===== src/rtl/core_decode_ldst_misc_exec.sv =====
// ---------------------------------------------------------------------------
// core_decode_ldst_misc_exec
//
// Purpose: execution unit for the miscellaneous load/store class, covering
// halfword, signed-byte and signed-halfword loads, and halfword and byte
// stores. One operation is accepted at a time. It runs one bus transaction and
// then commits the data register and/or the base register.
//
// Ports:
//   clk, rst          - clock (rising edge); asynchronous active-high reset
//   start             - accept one operation (ignored while busy)
//   load/half/sign_extend/increment/pre_indexed/writeback - operation controls
//   rn, rd            - base / data register numbers
//   rn_value, rd_value, offset - base value, store data, resolved offset
//   busy              - high in every state except IDLE
//   bus_start         - one-cycle request strobe
//   bus_addr          - word address (byte address [31:2])
//   bus_write, bus_data_wr, bus_be - transaction direction, data, byte enables
//   bus_ready, bus_data_rd - completion strobe and read data
//   done, fault       - one-cycle commit strobe, alignment fault flag
//   rd_wr_en/num/value, rn_wr_en/num/value - register write-back ports
//
// Configuration:
//   CORE_LDST_MISC_ALIGN_CHECK_EN - when defined, a halfword access with an
//   odd byte address skips the bus and commits as a fault with no register
//   writes. When undefined, addr[0] is ignored and fault is always 0.
// ---------------------------------------------------------------------------
module core_decode_ldst_misc_exec (
  input  logic        clk,
  input  logic        rst,
  input  logic        start,
  input  logic        load,
  input  logic        half,
  input  logic        sign_extend,
  input  logic        increment,
  input  logic        pre_indexed,
  input  logic        writeback,
  input  logic [3:0]  rn,
  input  logic [3:0]  rd,
  input  logic [31:0] rn_value,
  input  logic [31:0] rd_value,
  input  logic [31:0] offset,
  output logic        busy,
  output logic        bus_start,
  output logic [29:0] bus_addr,
  output logic        bus_write,
  output logic [31:0] bus_data_wr,
  output logic [3:0]  bus_be,
  input  logic        bus_ready,
  input  logic [31:0] bus_data_rd,
  output logic        done,
  output logic        fault,
  output logic        rd_wr_en,
  output logic [3:0]  rd_wr_num,
  output logic [31:0] rd_wr_value,
  output logic        rn_wr_en,
  output logic [3:0]  rn_wr_num,
  output logic [31:0] rn_wr_value
);

  typedef enum logic [1:0] {
    ST_IDLE   = 2'd0,
    ST_REQ    = 2'd1,
    ST_WAIT   = 2'd2,
    ST_COMMIT = 2'd3
  } state_t;

  // Select the addressed lane of a read word and extend it to 32 bits.
  function automatic logic [31:0] extract_load(input logic [31:0] data,
                                               input logic [1:0]  lane,
                                               input logic        is_half,
                                               input logic        sext);
    logic [15:0] h;
    logic [7:0]  b;
    logic [31:0] r;
    h = lane[1] ? data[31:16] : data[15:0];
    case (lane)
      2'd0:    b = data[7:0];
      2'd1:    b = data[15:8];
      2'd2:    b = data[23:16];
      2'd3:    b = data[31:24];
      default: b = 8'h00;
    endcase
    if (is_half) begin
      r = sext ? {{16{h[15]}}, h} : {16'h0000, h};
    end else begin
      r = sext ? {{24{b[7]}}, b} : {24'h000000, b};
    end
    return r;
  endfunction

  state_t      state_q, state_d;
  logic [31:0] addr_q, addr_d;
  logic [31:0] wdata_q, wdata_d;
  logic [3:0]  be_q, be_d;
  logic        write_q, write_d;
  logic        load_q, load_d;
  logic        half_q, half_d;
  logic        sext_q, sext_d;
  logic        wb_q, wb_d;
  logic [3:0]  rn_q, rn_d;
  logic [3:0]  rd_q, rd_d;
  logic [31:0] offs_addr_q, offs_addr_d;
  logic        misalign_q, misalign_d;
  logic        busy_q, busy_d;
  logic        bus_start_q, bus_start_d;
  logic        done_q, done_d;
  logic        fault_q, fault_d;
  logic        rd_wr_en_q, rd_wr_en_d;
  logic        rn_wr_en_q, rn_wr_en_d;
  logic [31:0] rd_wr_value_q, rd_wr_value_d;

  logic [31:0] offset_addr_s;
  logic [31:0] eff_addr_s;
  logic        misalign_s;

  // Address arithmetic on the live operands, used only on the accept cycle.
  always_comb begin
    offset_addr_s = increment ? (rn_value + offset) : (rn_value - offset);
    eff_addr_s    = pre_indexed ? offset_addr_s : rn_value;
`ifdef CORE_LDST_MISC_ALIGN_CHECK_EN
    misalign_s    = half & eff_addr_s[0];
`else
    misalign_s    = 1'b0;
`endif
  end

  // Next-state, operand capture and registered-output computation.
  always_comb begin
    state_d       = state_q;
    addr_d        = addr_q;
    wdata_d       = wdata_q;
    be_d          = be_q;
    write_d       = write_q;
    load_d        = load_q;
    half_d        = half_q;
    sext_d        = sext_q;
    wb_d          = wb_q;
    rn_d          = rn_q;
    rd_d          = rd_q;
    offs_addr_d   = offs_addr_q;
    misalign_d    = misalign_q;
    rd_wr_value_d = rd_wr_value_q;

    case (state_q)
      ST_IDLE: begin
        if (start) begin
          state_d     = ST_REQ;
          addr_d      = eff_addr_s;
          write_d     = ~load;
          load_d      = load;
          half_d      = half;
          sext_d      = sign_extend;
          wb_d        = writeback;
          rn_d        = rn;
          rd_d        = rd;
          offs_addr_d = offset_addr_s;
          misalign_d  = misalign_s;
          if (load) begin
            wdata_d = 32'h0000_0000;
            be_d    = 4'b1111;
          end else if (half) begin
            wdata_d = {rd_value[15:0], rd_value[15:0]};
            be_d    = eff_addr_s[1] ? 4'b1100 : 4'b0011;
          end else begin
            wdata_d = {4{rd_value[7:0]}};
            be_d    = 4'b0001 << eff_addr_s[1:0];
          end
        end else begin
          state_d = ST_IDLE;
        end
      end
      // A misaligned access never reaches the bus.
      ST_REQ: begin
        state_d = misalign_q ? ST_COMMIT : ST_WAIT;
      end
      ST_WAIT: begin
        if (bus_ready) begin
          state_d = ST_COMMIT;
          if (load_q) begin
            rd_wr_value_d = extract_load(bus_data_rd, addr_q[1:0], half_q, sext_q);
          end else begin
            rd_wr_value_d = rd_wr_value_q;
          end
        end else begin
          state_d = ST_WAIT;
        end
      end
      ST_COMMIT: begin
        state_d = ST_IDLE;
      end
      default: begin
        state_d = ST_IDLE;
      end
    endcase

    // Outputs are decoded from the next state so that they appear as flops.
    busy_d      = (state_d != ST_IDLE);
    bus_start_d = (state_d == ST_REQ) && !misalign_d;
    done_d      = (state_d == ST_COMMIT);
    fault_d     = done_d && misalign_q;
    rd_wr_en_d  = done_d && load_q && !misalign_q;
    // A load into the base register keeps the loaded value, not the base update.
    rn_wr_en_d  = done_d && wb_q && !misalign_q && !(load_q && (rn_q == rd_q));
  end

  // State and output registers with asynchronous reset.
  always_ff @(posedge clk or posedge rst) begin
    if (rst) begin
      state_q       <= ST_IDLE;
      addr_q        <= 32'h0000_0000;
      wdata_q       <= 32'h0000_0000;
      be_q          <= 4'b0000;
      write_q       <= 1'b0;
      load_q        <= 1'b0;
      half_q        <= 1'b0;
      sext_q        <= 1'b0;
      wb_q          <= 1'b0;
      rn_q          <= 4'h0;
      rd_q          <= 4'h0;
      offs_addr_q   <= 32'h0000_0000;
      misalign_q    <= 1'b0;
      busy_q        <= 1'b0;
      bus_start_q   <= 1'b0;
      done_q        <= 1'b0;
      fault_q       <= 1'b0;
      rd_wr_en_q    <= 1'b0;
      rn_wr_en_q    <= 1'b0;
      rd_wr_value_q <= 32'h0000_0000;
    end else begin
      state_q       <= state_d;
      addr_q        <= addr_d;
      wdata_q       <= wdata_d;
      be_q          <= be_d;
      write_q       <= write_d;
      load_q        <= load_d;
      half_q        <= half_d;
      sext_q        <= sext_d;
      wb_q          <= wb_d;
      rn_q          <= rn_d;
      rd_q          <= rd_d;
      offs_addr_q   <= offs_addr_d;
      misalign_q    <= misalign_d;
      busy_q        <= busy_d;
      bus_start_q   <= bus_start_d;
      done_q        <= done_d;
      fault_q       <= fault_d;
      rd_wr_en_q    <= rd_wr_en_d;
      rn_wr_en_q    <= rn_wr_en_d;
      rd_wr_value_q <= rd_wr_value_d;
    end
  end

  assign busy        = busy_q;
  assign bus_start   = bus_start_q;
  assign bus_addr    = addr_q[31:2];
  assign bus_write   = write_q;
  assign bus_data_wr = wdata_q;
  assign bus_be      = be_q;
  assign done        = done_q;
  assign fault       = fault_q;
  assign rd_wr_en    = rd_wr_en_q;
  assign rd_wr_num   = rd_q;
  assign rd_wr_value = rd_wr_value_q;
  assign rn_wr_en    = rn_wr_en_q;
  assign rn_wr_num   = rn_q;
  assign rn_wr_value = offs_addr_q;

endmodule

===== config.mk =====
export PLATFORM = sky130hd
export DESIGN_NAME = core_decode_ldst_misc_exec
export DESIGN_NICKNAME = d
export VERILOG_FILES = /design/src/rtl/core_decode_ldst_misc_exec.sv
export SDC_FILE = /design/constraint.sdc
export NUM_CORES = 1
export LEC_CHECK = 0
export BUFFER_PORTS_ARGS = -buffer_cell sky130_fd_sc_hd__buf_2
export CORE_MARGIN = 10
export CORE_UTILIZATION = 50
export DETAILED_ROUTE_END_ITERATION = 8
export PLACE_DENSITY = 0.78
export SYNTH_ARGS = -nofsm -noshare
export SYNTH_HDL_FRONTEND = slang
export SYNTH_SLANG_ARGS = --single-unit
export TNS_END_PERCENT = 10

===== constraint.sdc =====
create_clock -name clk -period 4.65 [get_ports clk]
set_input_delay 0.465 -clock clk [delete_from_list [all_inputs] [get_ports clk]]
set_output_delay 0.465 -clock clk [all_outputs]
set_load 0.01 [all_outputs]

# Word-level counts from Yosys, hierarchy flattened
# Index checks and enable logic that the tools add are counted.
dict set report totals {
  register_bits 154
  output_inout_bits 145
  word_cells 67
}
dict set report op_classes {
  bitwise_logic 1
  add_sub_neg 2
  n_reduce_logical 16
  n_mux 18
  n_shift 1
  n_eq_ne 9
}
# operator count
set op_table {}
lappend op_table {{32-bit two-way mux} 7}
lappend op_table {{32-bit adder} 1}
lappend op_table {{8-bit one-hot mux with 4 select lines} 1}
lappend op_table {{32-bit subtractor} 1}
lappend op_table {{16-bit two-way mux} 1}
lappend op_table {{4-bit two-way mux} 3}
lappend op_table {{2-bit equality test, second input constant} 5}
lappend op_table {{1-bit logical AND} 8}
lappend op_table {{2-bit one-hot mux with 4 select lines} 1}
lappend op_table {{2-bit by 1-bit equality test with 1-bit output, second input constant} 3}
lappend op_table {{1-bit two-way mux} 5}
lappend op_table {{4-bit equality test} 1}
lappend op_table {{2-bit zero test} 2}
lappend op_table {{1-bit by 2-bit left shift with 4-bit output, first input constant} 1}
lappend op_table {{1-bit zero test} 3}
lappend op_table {{3-bit AND reduction} 1}
lappend op_table {{2-bit AND reduction} 1}
lappend op_table {{2-bit nonzero test} 1}
lappend op_table {{1-bit inverter} 1}

# Longest topological paths before layout
# Gate-level depths: netlist of the first run.
dict set report depth {
  depth_word 6
  mapped_depth 18
}

# Worst setup path after synthesis of the first run
# No wires, ideal clock.
dict set report synth_timing {
  path_kind {input to register}
  from {in offset[5]}
  to {reg addr_q[30]}
  stages 16
  arrival_ns 3.752
  setup_time_ns 0.129
  t_required_ns 4.521
  path_slack_ns 0.769
  path_buffers 1
  path_cell_list {or4_4 and4bb_1 and3b_2 and2b_4 a21oi_1 xor2_1 ha_1 clkbuf_1 a211o_1 a2111oi_0 o41ai_1 a211oi_1 a21oi_1 xor2_1 mux2i_1 o21ai_1}
}
dict set report synth_between {
  elab_chain_len 3
  elab_cells_between_ends 4
  cone_classes {2 x add/sub; 2 x mux}
}
# item line
set synth_lines {}
lappend synth_lines {{from (decl)} 42} ;# input logic [31:0] offset,
lappend synth_lines {{32-bit subtractor / 32-bit adder (equally long branches)} 119} ;# offset_addr_s = increment ? (rn_value + offset) : (rn_value - offset);
lappend synth_lines {{32-bit two-way mux (*)} 119}
lappend synth_lines {{32-bit two-way mux (*)} 120} ;# eff_addr_s = pre_indexed ? offset_addr_s : rn_value;
lappend synth_lines {{to (signal assigned)} 232} ;# addr_q <= addr_d;
lappend synth_lines {{to (decl)} 93} ;# logic [31:0] addr_q, addr_d;
# Every way passes the cells marked *; elsewhere a longest branch is shown, timed or not.
# A chain may end at the register's enable or synchronous reset.

# Final worst setup path of the first run
dict set report layout_timing {
  from {in offset[3]}
  to {reg addr_q[30]}
}
# The elaborated chain is that of the path after synthesis.

==> results of run 1 <==
[kinds of logic (layout without fill, tap and decap cells)]
logic type | after synthesis | count (layout) | synth area share
xor+xnor | 63 | 63 | 0.0678
buf+inv | 128 | 339 | 0.0860
compound gates | 217 | 217 | 0.152
flops | 123 | 123 | 0.373
simple gates | 357 | 357 | 0.192
mux | 49 | 49 | 0.0608
fa+ha+maj | 44 | 44 | 0.0677
[worst max path at each step]
stage               from    endpoint  slack (ns)
6_report       offset[3]  addr_q[30]        0.69
3_3_place_gp   offset[3]  addr_q[30]        0.36
2_1_floorplan  offset[5]  addr_q[30]        0.77
3_5_place_dp   offset[3]  addr_q[30]        0.31
4_1_cts        offset[3]  addr_q[30]        0.71
5_1_grt        offset[3]  addr_q[30]        0.30
[power by group through the flow]
stage	Combinational, mW	Clock (mW)	Sequential [mW]
floorplan	1.66	0	1.97
global placement	2.43	0	1.87
detailed placement	2.48	0	1.90
CTS	2.50	1.30	1.88
global route	2.74	1.36	1.95
finish	2.46	1.28	1.88
[layout make-up]
cell class                 instances  area (um2)  area share
clock inverter                     8        92.6     0.00932
sequential                       123        3080       0.310
timing repair buffer             285        1450       0.146
clock buffer                      23         478      0.0481
inverter                          23        88.8     0.00895
tap                              216         270      0.0272
multi-input combinational        730        4470       0.450
[synth_stat cells (6+ instances only)]
master / instances / area share
a211oi_1: 6 / 0.0055
nor2_1: 54 / 0.025
mux2_2: 9 / 0.012
xnor2_1: 31 / 0.033
dfrtp_1: 123 / 0.37
and3_1: 8 / 0.0061
o21ai_1: 9 / 0.0055
a21o_1: 12 / 0.011
ha_1: 43 / 0.065
o21ai_0: 69 / 0.042
inv_1: 23 / 0.010
a21oi_1: 83 / 0.050
mux2i_1: 40 / 0.049
buf_1: 11 / 0.0050
nand2_1: 213 / 0.097
xor2_1: 31 / 0.033
nand3b_1: 11 / 0.010
clkbuf_1: 33 / 0.015
buf_4: 61 / 0.056
nor3_1: 17 / 0.010
nor3b_1: 8 / 0.0073
nand3_1: 10 / 0.0061
[worst register-to-register path, delay by kind of cell, from the launching register on]
family	cells	cell delay [ns]
AOI/OAI and AO/OA	4	0.99
DFF	1	0.85
muxes	1	0.44
[layer usage]
metal,vias up,share of wire,global-route usage
li1,3696,-,-
met1,3440,0.42,0.257
met2,262,0.49,0.362
met3,27,0.069,0.0604
met4,0,0.015,0.0560
met5,-,0,0
[through the flow]
stage	setup WS, ns	cells	hold slack, ns	power [mW]	instance area (um2)
floorplan	0.769	981	0.431	3.63	8250
global placement	0.362	1377	0.455	4.31	9360
detailed placement	0.314	1377	0.457	4.38	9360
CTS	0.708	1408	0.137	5.68	9930
global route	0.303	1408	0.172	6.04	9930
finish	0.688	1408	0.129	5.62	9930
[registers in the layout (all words and copies together) (netlist names)]
name	count
addr_q	32
bus_be	4
bus_data_wr	16
bus_start	1
bus_write	1
busy	1
done	1
fault	1
half_q	1
load_q	1
misalign_q	1
rd_wr_en	1
rd_wr_num	4
rd_wr_value	17
rn_wr_en	1
rn_wr_num	4
rn_wr_value	32
sext_q	1
state_q	2
wb_q	1
==> metrics.md, run 1 <==
| Metric | Value |
|---|---|
| Ys flop type | dfrtp_1 |
| Ant diodes | 0 |
| H-tree depth | 4 |
| Internal | 3.35 mW |
| Syn. warnings | 0 |
| Hold buffer count at CTS | 0 |
| Core area | about 16000 um2 |
| Largest net degree at the start of global routing | 78 |
| Worst Setup Start Kind | input port |
| Starting Density | 0.515 |
| Mapped Area | between 8000 and 9000 um2 |
| Antenna violations before repair | 0 |
| Row count | 46 |
| Crit share post-route | 0.852 |
| Die Ht | 148 um |
| Layout Utilization | 0.621 |
| Post-synth ARST share | 1.00 |
| Register area share after synthesis | 0.373 |
| Number of global-route vias before repair | about 7400 |
| Clock latency on the worst-skew pair | 0.41 ns |
| # IOs | between 200 and 300 |
| Post-CTS Repair Setup Buffers | 0 |
| Final HPWL DP | 19.0 mm |
| # clock sinks | 123 |
| Cells on worst reg2reg path | 5 |
| Post-synth EDFFs | 0 |
| Worst Clk Skew | 0.00892 ns |
| Sequential Power Share | 0.334 |
| Sw frac | 0.404 |
| Buffers on Ports | 274 |
| DR WL/cell | 17.0 um |
| Global route total overflow | 0 |
| Worst VDD drop | 0.256 mV |
| Delay of the slowest critical-path stage | 0.52 ns |
| Mean Syn Cell Area | 8.41 um2 |
| Reg-to-reg endpoint | rd_wr_value[8] |
| RSZ-0062 raised after global routing | no |
| NetSw | 2.27 mW |
| Vias per cell | roughly 5.3 |
| Top fanout value on the critical path | 4 |
| Maxcap violations | 0 |
| Slew @ Worst Pin | 0.839 ns |
| Buf+Inv Stages, Crit Path | 1 |
| Routed Wire Length | 24.0 mm |
| CTS resizes | 0 |
| Worst path slowest cell | or4_4 |
| Highest clock rate | 0.252 GHz |
| CTS tree | built |
| Clk root buf | clkbuf_16 |
| #FFs+latches synth | 123 |
| Syn_nets | around 1200 |
| Fin nets | 1370 |
| GR Util All Layers | 0.213 |
| Initial drt markers | 451 |
| Commonest non-fill, non-tap cell in the layout | buf_2 |
| First-pass GRT wire length | 38.1 mm |
| Slew margin rel. | 0.439 |
| CP Capture Type | register |
| Reg-to-Reg Start | addr_q[1] |
| Layout cells sized above 1 | 0.282 |
| Syn-to-layout area delta | 20.4% |
| Worst path cell trace | buf_2 > or4_4 > nor3b_1 > and2_1 > nand2_1 > nor3_2 > a21oi_1 > xor2_1 > ha_1 > o21a_1 > a2111oi_0 > o41ai_1 > a211oi_1 > a21oi_1 > xor2_1 > mux2i_1 > o21ai_1 |
| Final min period | 3.96 ns |
| Clock-pin transition on the worst setup and hold timing paths | 0.05 ns |
| Die ar. | approximately 22000 um2 |
| Pwr dens | 566 nW/um2 |
| Gpl congestion | 0.888 |
| Clock buffer depth | 2 |
| WP depth | 17 |
| Final Setup Violations | 0 |
| Post-route ant nets | 0 |
| Leakage | 5.23 nW |
| Layout fillers | 1469 |
| Reg2Reg Setup Slack | 2.22 ns |
| Clock power frac | 0.228 |
| Gate power share | 0.437 |
| Worst min path class | input port to asynchronous set/reset pin |
| Outcome | completed |
| Die span in x | 148 um |
| CP arrival | about 4.2 ns |
| Kind of cell adding the most delay to the critical path | simple AND/OR/NAND/NOR gates |
| Drt pass-1 iters | 5 |
| Fin Setup TNS | 0 ns |
| Commonest non-fill, non-tap cells in the layout | buf_2 (274), nand2_1 (212), dfrtp_1 (123), a21oi_1 (83), o21ai_0 (69) |
| Final Hold Fails | 0 |
| Vias after detailed routing | around 7400 |
| Clock buffer count from CTS | 17 |
| Final Max Slew Viols | 0 |
| Distinct cells, synth | 57 |
| Post-Syn Instances | between 900 and 1000 |
| Critical Path RT | 4.91 ns |
| Remaining DRCs | 0 |
| CP Class | input port to register |
Note: power is estimated with default switching activity, not from simulation.
==> inputs of run 2 (changes only) <==
--- a/config.mk
+++ b/config.mk
@@ -6,10 +6,11 @@
 export NUM_CORES = 1
 export LEC_CHECK = 0
 export BUFFER_PORTS_ARGS = -buffer_cell sky130_fd_sc_hd__buf_2
-export CORE_MARGIN = 10
-export CORE_UTILIZATION = 50
+export CORE_MARGIN = 2
+export CORE_UTILIZATION = 51
 export DETAILED_ROUTE_END_ITERATION = 8
-export PLACE_DENSITY = 0.78
+export PLACE_DENSITY = 0.79
+export SLEW_MARGIN = 20
 export SYNTH_ARGS = -nofsm -noshare
 export SYNTH_HDL_FRONTEND = slang
 export SYNTH_SLANG_ARGS = --single-unit
==> run 2 against run 1 <==
- core utilization up 1.0 points
- clock skew up 0.0076 ns
- die area down 22%
- cell count up 0.21%
- fmax up 0.94%
- sequential share of layout area down 0.18 points
- global-route usage up 4.5 points
- worst setup slack better by 0.037 ns
- first-iteration DRC count down 10%
- final area up 0.59%
- critical endpoint unchanged
- largest cell class unchanged
- clock-buffer cell count down 1
- combinational power about the same
==> metrics.md, run 2 (synthesis results as in run 1) <==
| Metric | Value |
|---|---|
| Clock buffer depth | 2 (unchanged) |
| Top fanout value on the critical path | 5 (+1) |
| Maxcap violations | 0 (unchanged) |
| Layout fillers | 1337 (-9.0%) |
| Worst VDD drop | 0.342 mV (+34%) |
| Buffers on Ports | 274 (unchanged) |
| DR WL/cell | 15.8 um (-7.6%) |
| Outcome | completed |
| Layout cells sized above 1 | 0.285 (+0.00264) |
| Vias per cell | 5.34 (+1.2%) |
| Die ar. | 17200 um2 (-22%) |
| Routed Wire Length | 22.2 mm (-7.4%) |
| Clock latency on the worst-skew pair | 0.43 ns (+0.02 ns) |
| Worst min path class | input port to asynchronous set/reset pin |
| Commonest non-fill, non-tap cell in the layout | buf_2 |
| Starting Density | 0.521 (+0.00562) |
| Die Ht | 131 um (-12%) |
| Fin Setup TNS | 0 ns (unchanged) |
| Global route total overflow | 0 (unchanged) |
| Post-route ant nets | 0 (unchanged) |
| Final Hold Fails | 0 (unchanged) |
| GR Util All Layers | 0.258 (+0.0452) |
| Clk root buf | clkbuf_16 |
| Clock buffer count from CTS | 17 (unchanged) |
| Highest clock rate | 0.255 GHz (+0.94%) |
| Worst Setup Start Kind | input port |
| Clock-pin transition on the worst setup and hold timing paths | 0.06 ns (about the same) |
| Setup ws final | 0.725 ns (+0.0367 ns) |
| Hold buffer count at CTS | 0 (unchanged) |
| Slew @ Worst Pin | 0.830 ns (-0.00921 ns) |
| Remaining DRCs | 0 (unchanged) |
| First-pass GRT wire length | 35.7 mm (-6.4%) |
| Crit share post-route | 0.844 (-0.00790) |
| Slew margin rel. | 0.447 (+0.00729) |
| # clock sinks | 123 (unchanged) |
| CP Capture Type | register |
| Commonest non-fill, non-tap cells in the layout | buf_2 (274), nand2_1 (212), dfrtp_1 (123), a21oi_1 (83), o21ai_0 (69) |
| CTS tree | built |
| Number of global-route vias before repair | 7016 (-4.7%) |
| Post-CTS Repair Setup Buffers | 0 (unchanged) |
| Clock power frac | 0.242 (+0.014) |
| Sw frac | 0.399 (-0.00495) |
| Drt pass-1 iters | 5 (unchanged) |
| DP Area | 9370 um2 (+0.16%) |
| Fin nets | 1372 (+0.15%) |
| # IOs | 291 (unchanged) |
| Post-route cell area | 9990 um2 (+0.59%) |
| Ant diodes | 0 (unchanged) |
| Sequential Power Share | 0.331 (-0.003) |
| CTS resizes | 0 (unchanged) |
| Syn-to-layout area delta | 21.1% |
| Final Setup Violations | 0 (unchanged) |
| Die span in x | 131 um (-12%) |
| Row count | 46 (unchanged) |
| Pwr dens | 569 nW/um2 (+0.47%) |
| CP arrival | 4.21 ns (about the same) |
| Core area | 15800 um2 (-1.1%) |
| CP Class | input port to register |
| Worst Clk Skew | 0.0165 ns (+0.00757 ns) |
| H-tree depth | 4 (unchanged) |
| Cells on worst reg2reg path | 5 (unchanged) |
| FF+latch area | 3080 um2 (unchanged) |
| Final min period | 3.93 ns (-0.0367 ns) |
| DP Worst Slack | 0.421 ns (+0.107 ns) |
| RSZ-0062 raised after global routing | no |
| Gpl congestion | 0.888 (about the same) |
| Leakage | 5.25 nW (+0.37%) |
| Critical Path RT | 4.93 ns (+0.02 ns) |
| Antenna violations before repair | 0 (unchanged) |
| NetSw | 2.27 mW (-0.17%) |
| Gate power share | 0.427 (-0.010) |
| Vias after detailed routing | 7532 (+1.4%) |
| Final Max Slew Viols | 0 (unchanged) |
| Final HPWL DP | 17.0 mm (-11%) |
| Internal | 3.41 mW (+1.9%) |
| Largest net degree at the start of global routing | 60 (-23%) |
| Multi-input gate area | 4470 um2 (unchanged) |
| Initial drt markers | 405 (-10%) |
[run 2: power by group through the flow]
stage	clock [mW]	combinational, mW	sequential [mW]
3_5_place_dp	0	2.42	1.89
4_1_cts	1.39	2.44	1.88
5_1_grt	1.44	2.68	1.95
6_report	1.37	2.43	1.88
2_1_floorplan	0	1.66	1.97
3_3_place_gp	0	2.38	1.87
[run 2: area by class of cell]
class	instances	share of cell area
inverter	23	0.00889
timing repair buffer	287	0.147
clock inverter	10	0.0140
sequential	123	0.308
clock buffer	22	0.0475
tap	216	0.0271
multi-input combinational	730	0.447
[run 2: path summary, 6_finish.rpt]
check / startpoint / slack (ns) / endpoint
hold / removal: rst / 0.02 / addr_q[7]
max in group asynchronous: rst / 3.59 / rd_wr_value[3]
setup / recovery: offset[3] / 0.72 / addr_q[30]
setup reg to reg: addr_q[1] / 2.26 / rd_wr_value[8]
min in group clk: rd[1] / 0.23 / rd_wr_num[1]
hold reg to reg: rn_wr_value[21] / 0.47 / rn_wr_value[21]
[run 2: worst max-delay path, stage by stage]
cell and delay, ns:
buf_2 0.12, or4_4 0.52, and4bb_1 0.34, and3b_2 0.25, and2b_4 0.19, a21oi_1 0.08, xor2_1 0.15, ha_1 0.29
a211o_1 0.31, a2111oi_0 0.50, o41ai_1 0.20, a211oi_1 0.22, a21oi_1 0.13, xor2_1 0.19, mux2i_1 0.18, o21ai_1 0.08
[run 2: per-layer routing]
layer | up-vias | GRT usage | wire [um]
met5 | - | 0 | 0
met4 | 0 | 0.0924 | 496
met3 | 39 | 0.0475 | 1270
met2 | 281 | 0.429 | 10700
met1 | 3513 | 0.339 | 9790
li1 | 3699 | - | -
[run 2: metrics by stage]
step / power, mW / utilization / cells / hold slack [ns]
6_report: 5.68 / 0.631 / 1411 / 0.0201
5_1_grt: 6.07 / 0.631 / 1411 / 0.0369
4_1_cts: 5.72 / 0.631 / 1411 / 0.0219
3_5_place_dp: 4.32 / 0.592 / 1379 / 0.457
3_3_place_gp: 4.25 / 0.592 / 1379 / 0.453
2_1_floorplan: 3.63 / - / 981 / 0.431
